`src/rtl/alu_pkg.sv`:
```
// Shared definitions for the ALU sequencer, decoder and the ALU itself:
// ALU control codes, request op-class encodings, R-type funct encodings
// and the sequencer FSM state type.
package alu_pkg;

    // ALU control codes (also understood by the ALU)
    localparam logic [3:0] CTRL_AND     = 4'd0;
    localparam logic [3:0] CTRL_OR      = 4'd1;
    localparam logic [3:0] CTRL_ADD     = 4'd2;
    localparam logic [3:0] CTRL_SRL     = 4'd3;
    localparam logic [3:0] CTRL_SRLV    = 4'd4;
    localparam logic [3:0] CTRL_LUI     = 4'd5;
    localparam logic [3:0] CTRL_SUB     = 4'd6;
    localparam logic [3:0] CTRL_SLT     = 4'd7;
    localparam logic [3:0] CTRL_BGEZ    = 4'd8;
    localparam logic [3:0] CTRL_MUL     = 4'd9;
    localparam logic [3:0] CTRL_NOR     = 4'd12;
    localparam logic [3:0] CTRL_ILLEGAL = 4'd15;

    // Request op classes
    localparam logic [2:0] ALUOP_ADD     = 3'b000;
    localparam logic [2:0] ALUOP_SUB     = 3'b001;
    localparam logic [2:0] ALUOP_RTYPE   = 3'b010;
    localparam logic [2:0] ALUOP_SLT     = 3'b011;
    localparam logic [2:0] ALUOP_OR      = 3'b100;
    localparam logic [2:0] ALUOP_LUI     = 3'b101;
    localparam logic [2:0] ALUOP_BGEZ    = 3'b110;
    localparam logic [2:0] ALUOP_ILLEGAL = 3'b111;

    // R-type funct field values
    localparam logic [5:0] FUNCT_ADD  = 6'h20;
    localparam logic [5:0] FUNCT_SUB  = 6'h22;
    localparam logic [5:0] FUNCT_AND  = 6'h24;
    localparam logic [5:0] FUNCT_OR   = 6'h25;
    localparam logic [5:0] FUNCT_NOR  = 6'h27;
    localparam logic [5:0] FUNCT_SLT  = 6'h2A;
    localparam logic [5:0] FUNCT_SRL  = 6'h02;
    localparam logic [5:0] FUNCT_SRLV = 6'h06;
    localparam logic [5:0] FUNCT_MUL  = 6'h18;

    // Sequencer FSM states
    typedef enum logic [1:0] {
        ST_IDLE = 2'd0,
        ST_EXEC = 2'd1,
        ST_RESP = 2'd2
    } alu_state_e;

endpackage

```
`src/rtl/alu_decode.sv`:
```
// Combinational decoder: request op class + funct -> ALU control code.
// Unknown op classes and unknown R-type functs map to CTRL_ILLEGAL.
module alu_decode
    import alu_pkg::*;
(
    input  logic [2:0] aluop_i,
    input  logic [5:0] funct_i,
    output logic [3:0] ctrl_o,
    output logic       illegal_o
);

    // Map op class (and funct for R-type) onto a control code
    always_comb begin
        ctrl_o = CTRL_ILLEGAL;
        case (aluop_i)
            ALUOP_ADD:  ctrl_o = CTRL_ADD;
            ALUOP_SUB:  ctrl_o = CTRL_SUB;
            ALUOP_SLT:  ctrl_o = CTRL_SLT;
            ALUOP_OR:   ctrl_o = CTRL_OR;
            ALUOP_LUI:  ctrl_o = CTRL_LUI;
            ALUOP_BGEZ: ctrl_o = CTRL_BGEZ;
            ALUOP_RTYPE: begin
                case (funct_i)
                    FUNCT_ADD:  ctrl_o = CTRL_ADD;
                    FUNCT_SUB:  ctrl_o = CTRL_SUB;
                    FUNCT_AND:  ctrl_o = CTRL_AND;
                    FUNCT_OR:   ctrl_o = CTRL_OR;
                    FUNCT_NOR:  ctrl_o = CTRL_NOR;
                    FUNCT_SLT:  ctrl_o = CTRL_SLT;
                    FUNCT_SRL:  ctrl_o = CTRL_SRL;
                    FUNCT_SRLV: ctrl_o = CTRL_SRLV;
                    FUNCT_MUL:  ctrl_o = CTRL_MUL;
                    default:    ctrl_o = CTRL_ILLEGAL;
                endcase
            end
            default: ctrl_o = CTRL_ILLEGAL;
        endcase
    end

    assign illegal_o = (ctrl_o == CTRL_ILLEGAL);

endmodule

```
`src/rtl/alu_sequencer.sv`:
```
// Sequences one ALU operation at a time: accepts a request, drives the ALU
// from registered operands for a fixed latency, captures the result and
// offers it on the response port until it is taken.
//
// Handshakes: a request transfers on a rising edge where req_valid_i and
// req_ready_o are both 1; a response transfers on a rising edge where
// rsp_valid_o and rsp_ready_i are both 1. Valid, once raised, holds with a
// stable payload until the transfer. Ready is only raised in IDLE (request)
// and valid only in RESP (response), so the two never transfer together.
module alu_sequencer
    import alu_pkg::*;
#(
    parameter int unsigned ALU_LAT = 1,
    parameter int unsigned MUL_LAT = 3
) (
    input  logic        clk_i,
    input  logic        rst_i,
    input  logic        req_valid_i,
    output logic        req_ready_o,
    input  logic [2:0]  req_aluop_i,
    input  logic [5:0]  req_funct_i,
    input  logic [31:0] req_src1_i,
    input  logic [31:0] req_src2_i,
    input  logic [4:0]  req_shamt_i,
    output logic [31:0] alu_src1_o,
    output logic [31:0] alu_src2_o,
    output logic [4:0]  alu_shamt_o,
    output logic [3:0]  alu_ctrl_o,
    input  logic [31:0] alu_result_i,
    input  logic        alu_zero_i,
    output logic        rsp_valid_o,
    input  logic        rsp_ready_i,
    output logic [31:0] rsp_result_o,
    output logic        rsp_zero_o,
    output logic        rsp_illegal_o,
    output alu_state_e  dbg_state_o
);

    // Counter preload values: EXEC lasts exactly LAT cycles
    localparam logic [3:0] ALU_CNT = 4'(ALU_LAT - 1);
    localparam logic [3:0] MUL_CNT = 4'(MUL_LAT - 1);

    alu_state_e  state_q, state_d;
    logic [3:0]  cnt_q, cnt_d;
    logic [31:0] src1_q, src1_d;
    logic [31:0] src2_q, src2_d;
    logic [4:0]  shamt_q, shamt_d;
    logic [3:0]  ctrl_q, ctrl_d;
    logic [31:0] res_q, res_d;
    logic        zero_q, zero_d;
    logic        ill_q, ill_d;

    logic [3:0]  dec_ctrl;
    logic        dec_illegal;

    alu_decode u_decode (
        .aluop_i   (req_aluop_i),
        .funct_i   (req_funct_i),
        .ctrl_o    (dec_ctrl),
        .illegal_o (dec_illegal)
    );

    // State, operand and response registers; reset clears everything
    always_ff @(posedge clk_i) begin
        if (!rst_i) begin
            state_q <= ST_IDLE;
            cnt_q   <= '0;
            src1_q  <= '0;
            src2_q  <= '0;
            shamt_q <= '0;
            ctrl_q  <= '0;
            res_q   <= '0;
            zero_q  <= 1'b0;
            ill_q   <= 1'b0;
        end else begin
            state_q <= state_d;
            cnt_q   <= cnt_d;
            src1_q  <= src1_d;
            src2_q  <= src2_d;
            shamt_q <= shamt_d;
            ctrl_q  <= ctrl_d;
            res_q   <= res_d;
            zero_q  <= zero_d;
            ill_q   <= ill_d;
        end
    end

    // Next-state logic: accept in IDLE, count down in EXEC, hold in RESP
    always_comb begin
        state_d = state_q;
        cnt_d   = cnt_q;
        src1_d  = src1_q;
        src2_d  = src2_q;
        shamt_d = shamt_q;
        ctrl_d  = ctrl_q;
        res_d   = res_q;
        zero_d  = zero_q;
        ill_d   = ill_q;
        case (state_q)
            ST_IDLE: begin
                if (req_valid_i) begin
                    src1_d  = req_src1_i;
                    src2_d  = req_src2_i;
                    shamt_d = req_shamt_i;
                    ctrl_d  = dec_ctrl;
                    if (dec_illegal) begin
                        // Nothing for the ALU to do: answer immediately
                        res_d   = '0;
                        zero_d  = 1'b1;
                        ill_d   = 1'b1;
                        state_d = ST_RESP;
                    end else begin
                        cnt_d   = (dec_ctrl == CTRL_MUL) ? MUL_CNT : ALU_CNT;
                        state_d = ST_EXEC;
                    end
                end
            end
            ST_EXEC: begin
                if (cnt_q != 4'd0) begin
                    cnt_d = cnt_q - 4'd1;
                end else begin
                    res_d   = alu_result_i;
                    zero_d  = alu_zero_i;
                    ill_d   = 1'b0;
                    state_d = ST_RESP;
                end
            end
            ST_RESP: begin
                if (rsp_ready_i) begin
                    state_d = ST_IDLE;
                end
            end
            default: state_d = ST_IDLE;
        endcase
    end

    // Ready is forced low while reset is held so nothing is accepted then
    assign req_ready_o   = rst_i && (state_q == ST_IDLE);
    assign rsp_valid_o   = (state_q == ST_RESP);
    assign rsp_result_o  = res_q;
    assign rsp_zero_o    = zero_q;
    assign rsp_illegal_o = ill_q;
    assign alu_src1_o    = src1_q;
    assign alu_src2_o    = src2_q;
    assign alu_shamt_o   = shamt_q;
    assign alu_ctrl_o    = ctrl_q;
    assign dbg_state_o   = state_q;

endmodule

```
`config.mk`:
```
export PLATFORM = sky130hd
export DESIGN_NAME = alu_sequencer
export DESIGN_NICKNAME = d
export VERILOG_FILES = /design/src/rtl/alu_pkg.sv /design/src/rtl/alu_decode.sv /design/src/rtl/alu_sequencer.sv
export SDC_FILE = /design/constraint.sdc
export NUM_CORES = 1
export LEC_CHECK = 0
export ABC_AREA = 1
export BUFFER_PORTS_ARGS = -buffer_cell sky130_fd_sc_hd__clkbuf_2
export CAP_MARGIN = 5
export CELL_PAD_IN_SITES_DETAIL_PLACEMENT = 0
export CELL_PAD_IN_SITES_GLOBAL_PLACEMENT = 2
export CORE_MARGIN = 2
export CORE_UTILIZATION = 25
export CTS_CLUSTER_SIZE = 40
export DETAILED_ROUTE_END_ITERATION = 7
export PLACE_DENSITY = 0.84
export SYNTH_ARGS = -nofsm -noshare
export SYNTH_HDL_FRONTEND = slang
export SYNTH_HIERARCHICAL = 1
export SYNTH_SLANG_ARGS = --single-unit
```
`constraint.sdc`:
```
create_clock -name clk_i -period 3 [get_ports clk_i]
set_clock_uncertainty 0.15 [all_clocks]
set_input_delay 0.15 -clock clk_i [delete_from_list [all_inputs] [get_ports clk_i]]
set_output_delay 0.15 -clock clk_i [all_outputs]
set_load 0.01 [all_outputs]
```
-- Word-level counts from Yosys, hierarchy flattened
Cells that the tools add are included.
- add/sub/neg operators: 1
- eq/ne operators: 25
- mux-type cells: 22
- reduce and logical (&&, ||, !) cells: 9
- operators by type and width (operator ; number):
    2-to-1 mux 32 bit ; 3
    one-hot mux 32 bit (2 select lines) ; 1
    == test 6 bit, second input constant ; 6
    one-hot mux 4 bit (9 select lines) ; 1
    one-hot mux 4 bit (7 select lines) ; 1
    2-to-1 mux 4 bit ; 3
    2-to-1 mux 2 bit ; 5
    != test 2 bit, second input constant ; 5
    == test 3 bit, second input constant ; 3
    == test 4 bit, second input constant ; 2
    one-hot mux 4 bit (2 select lines) ; 1
    AND reduction 4 bit ; 2
    == test 3 x 2 -> 1 bit, second input constant ; 2
    == test 6 x 2 -> 1 bit, second input constant ; 1
    == test 6 x 3 -> 1 bit, second input constant ; 1
    == test 6 x 5 -> 1 bit, second input constant ; 1
    one-hot mux 2 bit (3 select lines) ; 1
    2-to-1 mux 1 bit ; 4
    one-hot mux 1 bit (2 select lines) ; 2
    nonzero test 4 bit ; 1
    subtractor 4 x 1 -> 4 bit, second input constant ; 1
    == test 3 x 1 -> 1 bit, second input constant ; 1
    logical NOT 3 bit ; 1
    AND reduction 3 bit ; 1
    other kinds (7) ; 7
- register bits: 113
- input port bits: 115
- output and inout port bits: 111
- word-level logic and storage cells: 66

-- Longest topological paths before layout
- depth after elaboration: 8
- mapped depth: 17

-- Modules after synthesis
Netlist, hierarchy kept.
- by module, submodules not included (module ; instances ; cells an instance ; area each (µm²)):
    alu_sequencer ; 1 ; 532 ; 4067.7
    alu_decode ; 1 ; 54 ; 235.2

-- Worst setup path before layout
Ideal clock, no wire load.
- path type: input-to-reg
- start: input port req_funct_i[5]
- end: register res_q[22] (netlist: rsp_result_o[22])
- setup time: 0.132 ns
- arrival time: 1.532 ns
- required time: 2.718 ns
- slack: 1.186 ns
- stages: 15
- cells stage by stage: inv_1 nor2_2 nand3b_1 nand2_1 nor2_2 nand2_1 nand2_1 nand2_1 o21ai_1 nand2_1 a21oi_1 nand2_2 buf_4 nand2_1 a21oi_1
- word-level cells in the longest chain between the ends: 6
- RTL lines (item ; line ; source):
    start, declared ; alu_sequencer.sv:21 ; input logic [5:0] req_funct_i,
    == test 6 x 5 -> 1 bit, or another cell as far along ; alu_decode.sv:23 ; case (funct_i)
    one-hot mux 4 bit (9 select lines) * ; alu_decode.sv:23 ;
    one-hot mux 4 bit (7 select lines) * ; alu_decode.sv:15 ; case (aluop_i)
    == test 4 bit * ; alu_decode.sv:40 ; assign illegal_o = (ctrl_o == CTRL_ILLEGAL);
    via dec_illegal ; alu_sequencer.sv:54 ; logic dec_illegal;
    != test 2 bit (no source line) * ; n/a ;
    AND reduction 4 bit (no source line) * ; n/a ;
    end signal, assigned ; alu_sequencer.sv:82 ; res_q <= res_d;
    end, declared ; alu_sequencer.sv:49 ; logic [31:0] res_q, res_d;
Mark *: on every way through the listed nets, which the timed path passes. The rest lies on a longest branch.
A chain may end at the register's enable or synchronous reset.

-- Worst setup path after layout
- start: input port req_funct_i[5]
- end: register res_q[19] (netlist: rsp_result_o[19])
The elaborated chain is that of the path after synthesis.

==> results list <==
- Result of the run: completed
* Routed WL per cell: 12.7 um
* Critical-path top delay cell: sky130_fd_sc_hd__nand2_2
* Final sum of negative setup slack: 0 ps
- Unrepaired setup endpoints after global routing: false
* Fraction of the yosys area taken by sequential cells: 52.6%
* Die Span X: 135 um
- Measured against its own limit, the worst slew margin works out to 27.2%.
- For the finished layout, the period the worst path requires is 1990 ps.
- CP Buf/Inv Count: 2
* Longest Clk Path Bufs: 2
- Root buffer selected by CTS: sky130_fd_sc_hd__clkbuf_16
* Antenna violation net count after detailed routing: 0
- The clock drives 113 sinks.
- Reported leakage power: 3.40 nW
* Final hold violation count: 0
- Hold wc startpoint: req_aluop_i[0]
* Hold Crit Class: in2reg
- The count of buffers added on input and output ports is 225.
- The number of cells on the worst reg-to-reg path is 7.
* Dominant cell type by area after synthesis: sky130_fd_sc_hd__dfxtp_1
* CTS tree: yes
- Among the stages of the critical path, the cell type that occurs most often is sky130_fd_sc_hd__nand2_1.
- Max-cap violations in this run came to 0.
- Once placement completed, the tool counted placed cells totaling 1002.
- Yosys warning count: 6
- Number of global-route vias before repair: 4839
- Gate count after technology mapping: 586
- Setup violation total in the final timing report: 0
- Total core area: 16700 um2
- Endpoint kind of the worst setup timing path: register
- Data on the critical path is required at its endpoint by 3110 ps.
- Row count: 47
- Final cell area excluding filler cells: 7230 um2
- Via density per instance: 4.24
* Data arrival time of the worst path: 2100 ps
- For this run the aggregate overflow at the end of global routing stands at 0.
- Share of the synthesized area in the top cell type: 52.6%
- Yosys mapped a number of flops with a built-in enable equal to 0.
* Ranking of synthesized cells by area: sky130_fd_sc_hd__dfxtp_1 53%, sky130_fd_sc_hd__nor2_1 15%, sky130_fd_sc_hd__nand2_1 9.4%, sky130_fd_sc_hd__o21ai_0 8.4%, sky130_fd_sc_hd__a21oi_1 4.4%
* Least-Margin Pin Slew: 1080 ps
* Post-synth design cell area: 4300 um2
* Iteration-0 DRC Markers: 188
- Pin placement for this block handled 226 I/O pins.
- The worst hold path passes through 5 cells.
- The post-route netlist has 29.7% of its cells at a drive strength greater than 1.
* Async SR Flop Fraction: 0%
- Power density over the cells: 677 nW/um2
- The startpoint identified for the worst register-to-register timing path is cnt_q[0].
* DRC: 0
- Synthesis produced a netlist with a net count of 703.
- The first TritonRoute pass finished after 4 iterations.
- After clock tree synthesis, the clock-pin slew on the worst setup and hold paths is 60 ps.
- Hold is met by 33.8 ps.
* Most frequent cell after synthesis: sky130_fd_sc_hd__nor2_1
- Cell-by-cell trace of the critical path: clkbuf_2 > inv_1 > nor2_2 > nand3_1 > nand2_1 > nor2_1 > nand2_1 > nand2_1 > nand2_1 > o21ai_1 > nand2_1 > a21oi_1 > nand2_2 > nand2_1 > a21oi_1
* CTS Buf Count: 17
* Final period utilization: 66.4%
- OpenSTA, run right after detailed placement, puts the worst setup slack at 583 ps.
- Category of cells accounting for the largest share of critical-path delay: simple AND/OR/NAND/NOR gates
- Derived from the worst setup path, the maximum achievable clock frequency is 502 MHz.
- Setup slack on the worst reg-to-reg path comes out at 1110 ps.
- Fin cells: 1137
* Post-place instance area: 5580 um2
- CTS built an H-tree with a depth of 4.
- Number of distinct standard cells referenced by the synthesized netlist: 21
* # fillers: 1738
- Max incr delay on CP: 430 ps
- Slew Limit Fails: 0
- Counting flops and latches in the post-synthesis netlist gives 113.
* Number of inserted diodes: 0
* Initial core utilization: 25.8%
* Routability congestion estimate: 0.772
- Final-stage net count: 1021
- Endpoint of the worst-slack reg-to-reg timing path: rsp_result_o[19]
- Vertical die dimension: 135 um
* Largest net degree at the start of global routing: 79
* Fin worst setup slack: 1010 ps
* Share of the core filled with cells in the final layout: 43.3%
- The critical path is of the in2reg type.
- Along the worst path, the maximum fanout reaches 34.
- Summing over every cut layer, the via total after detailed routing is 4823.
- Full die area: 18300 um2
* Wire length of the first global-routing pass: 23300 um
- The later pin in the worst-skew pair is clocked with a latency of 400 ps.
* Post-DP HPWL: 9090 um
- Most common library cells after synthesis: 170 x sky130_fd_sc_hd__nor2_1, 113 x sky130_fd_sc_hd__dfxtp_1, 108 x sky130_fd_sc_hd__nand2_1
- Dividing the synthesized area by the synthesized cell count gives 7.34 um2.
- Capture endpoint of the worst hold path: alu_ctrl_o[2]
- After layout, the design draws a total of 4.89 mW.
* P&R area growth vs syn: 68.1%
- Across every metal layer, demand over resource in global routing totals 16.0%.
- STA classifies the critical path startpoint as an input pin.
- Number of antenna violations at the first check in global routing: 0
- For this run, the leading register cell type out of synthesis is sky130_fd_sc_hd__dfxtp_1.
- For this block, the routed nets add up to 14400 um of wire.
* Largest voltage drop on the vdd net: 0.385 mV
[cell type report]
cell class                      instances  area (um2)  share of cell area [%]
Multi-Input combinational cell        421        1800                    24.9
Inverter                               19        71.3                   0.986
Clock inverter                         12         156                    2.16
Clock buffer                           20         467                    6.45
Sequential cell                       113        2260                    31.3
Tap cell                              220         275                    3.80
Timing Repair Buffer                  332        2200                    30.4
[power breakdown]
part           total, mW  internal, mW  leakage [nW]  switching [mW]
Combinational       1.01         0.425          2.18           0.586
Clock               2.10          1.37         0.295           0.728
Sequential          1.78          1.69         0.930          0.0975
[flip-flops by register name, indices dropped and copies added, names as in the netlist]
| signal | cells |
|---|---|
| alu_src1_o | 32 |
| alu_src2_o | 32 |
| rsp_result_o | 32 |
| alu_shamt_o | 5 |
| alu_ctrl_o | 4 |
| cnt_q | 4 |
| dbg_state_o | 2 |
| rsp_illegal_o | 1 |
| rsp_zero_o | 1 |
[placed cells by master, fill, tap and decap left out, types with 2 or more instances in the layout]
master,instances
sky130_fd_sc_hd__clkbuf_2,225
sky130_fd_sc_hd__nor2_1,170
sky130_fd_sc_hd__dfxtp_1,113
sky130_fd_sc_hd__nand2_1,108
sky130_fd_sc_hd__dlygate4sd3_1,103
sky130_fd_sc_hd__o21ai_0,72
sky130_fd_sc_hd__a21oi_1,38
sky130_fd_sc_hd__clkbuf_16,17
sky130_fd_sc_hd__inv_1,15
sky130_fd_sc_hd__nand3_1,15
sky130_fd_sc_hd__o21ai_1,5
sky130_fd_sc_hd__nor2_2,4
sky130_fd_sc_hd__clkinvlp_4,4
sky130_fd_sc_hd__inv_2,3
sky130_fd_sc_hd__bufinv_16,3
sky130_fd_sc_hd__clkbuf_8,3
sky130_fd_sc_hd__buf_4,3
sky130_fd_sc_hd__nor2_4,2
sky130_fd_sc_hd__ha_1,2
sky130_fd_sc_hd__clkinv_4,2
sky130_fd_sc_hd__clkinv_2,2
[how the worst max path moves through the flow]
stage,startpoint,end,slack (ps),cells past startpoint
after floorplan,req_funct_i[5],rsp_result_o[22],1190,15
after global placement,req_funct_i[3],rsp_result_o[9],640,14
after detailed placement,req_funct_i[5],rsp_result_o[21],580,15
after CTS,req_funct_i[5],rsp_result_o[21],1010,15
after global routing,req_funct_i[5],rsp_result_o[25],610,15
final,req_funct_i[5],rsp_result_o[19],1010,15
[layer usage]
metal / share of wire [%] / global-route usage, % / wire length [um] / up-vias
li1: - / - / - / 2506
met1: 43 / 18.3 / 6210 / 2160
met2: 49 / 28.0 / 7100 / 137
met3: 5.4 / 4.60 / 778 / 20
met4: 2.2 / 6.66 / 319 / 0
met5: 0 / 0 / 0 / -
[tightest hold or removal path: stages]
cell                       delay (ps)
sky130_fd_sc_hd__clkbuf_2         110
sky130_fd_sc_hd__inv_1             40
sky130_fd_sc_hd__nand2_1           80
sky130_fd_sc_hd__o21ai_0           90
sky130_fd_sc_hd__nor2_1            80
[timing repair]
action | 4_1_cts | 5_1_grt
gates resized for setup | 0 | 0
endpoints found under the hold margin | 103 | 0
setup buffers | 0 | 0
hold buffers | 103 | 0
[cells by family (layout without fill, tap and decap cells)]
group | Yosys count | count (layout) | share of synthesized area, %
AND/OR/NAND/NOR | 304 | 304 | 27.8
buffers and inverters | 52 | 383 | 5.64
AO/OA/AOI/OAI | 115 | 115 | 13.4
flip-flops | 113 | 113 | 52.6
adder cells (fa/ha/maj) | 2 | 2 | 0.581
(Power assumes the default switching activity.)
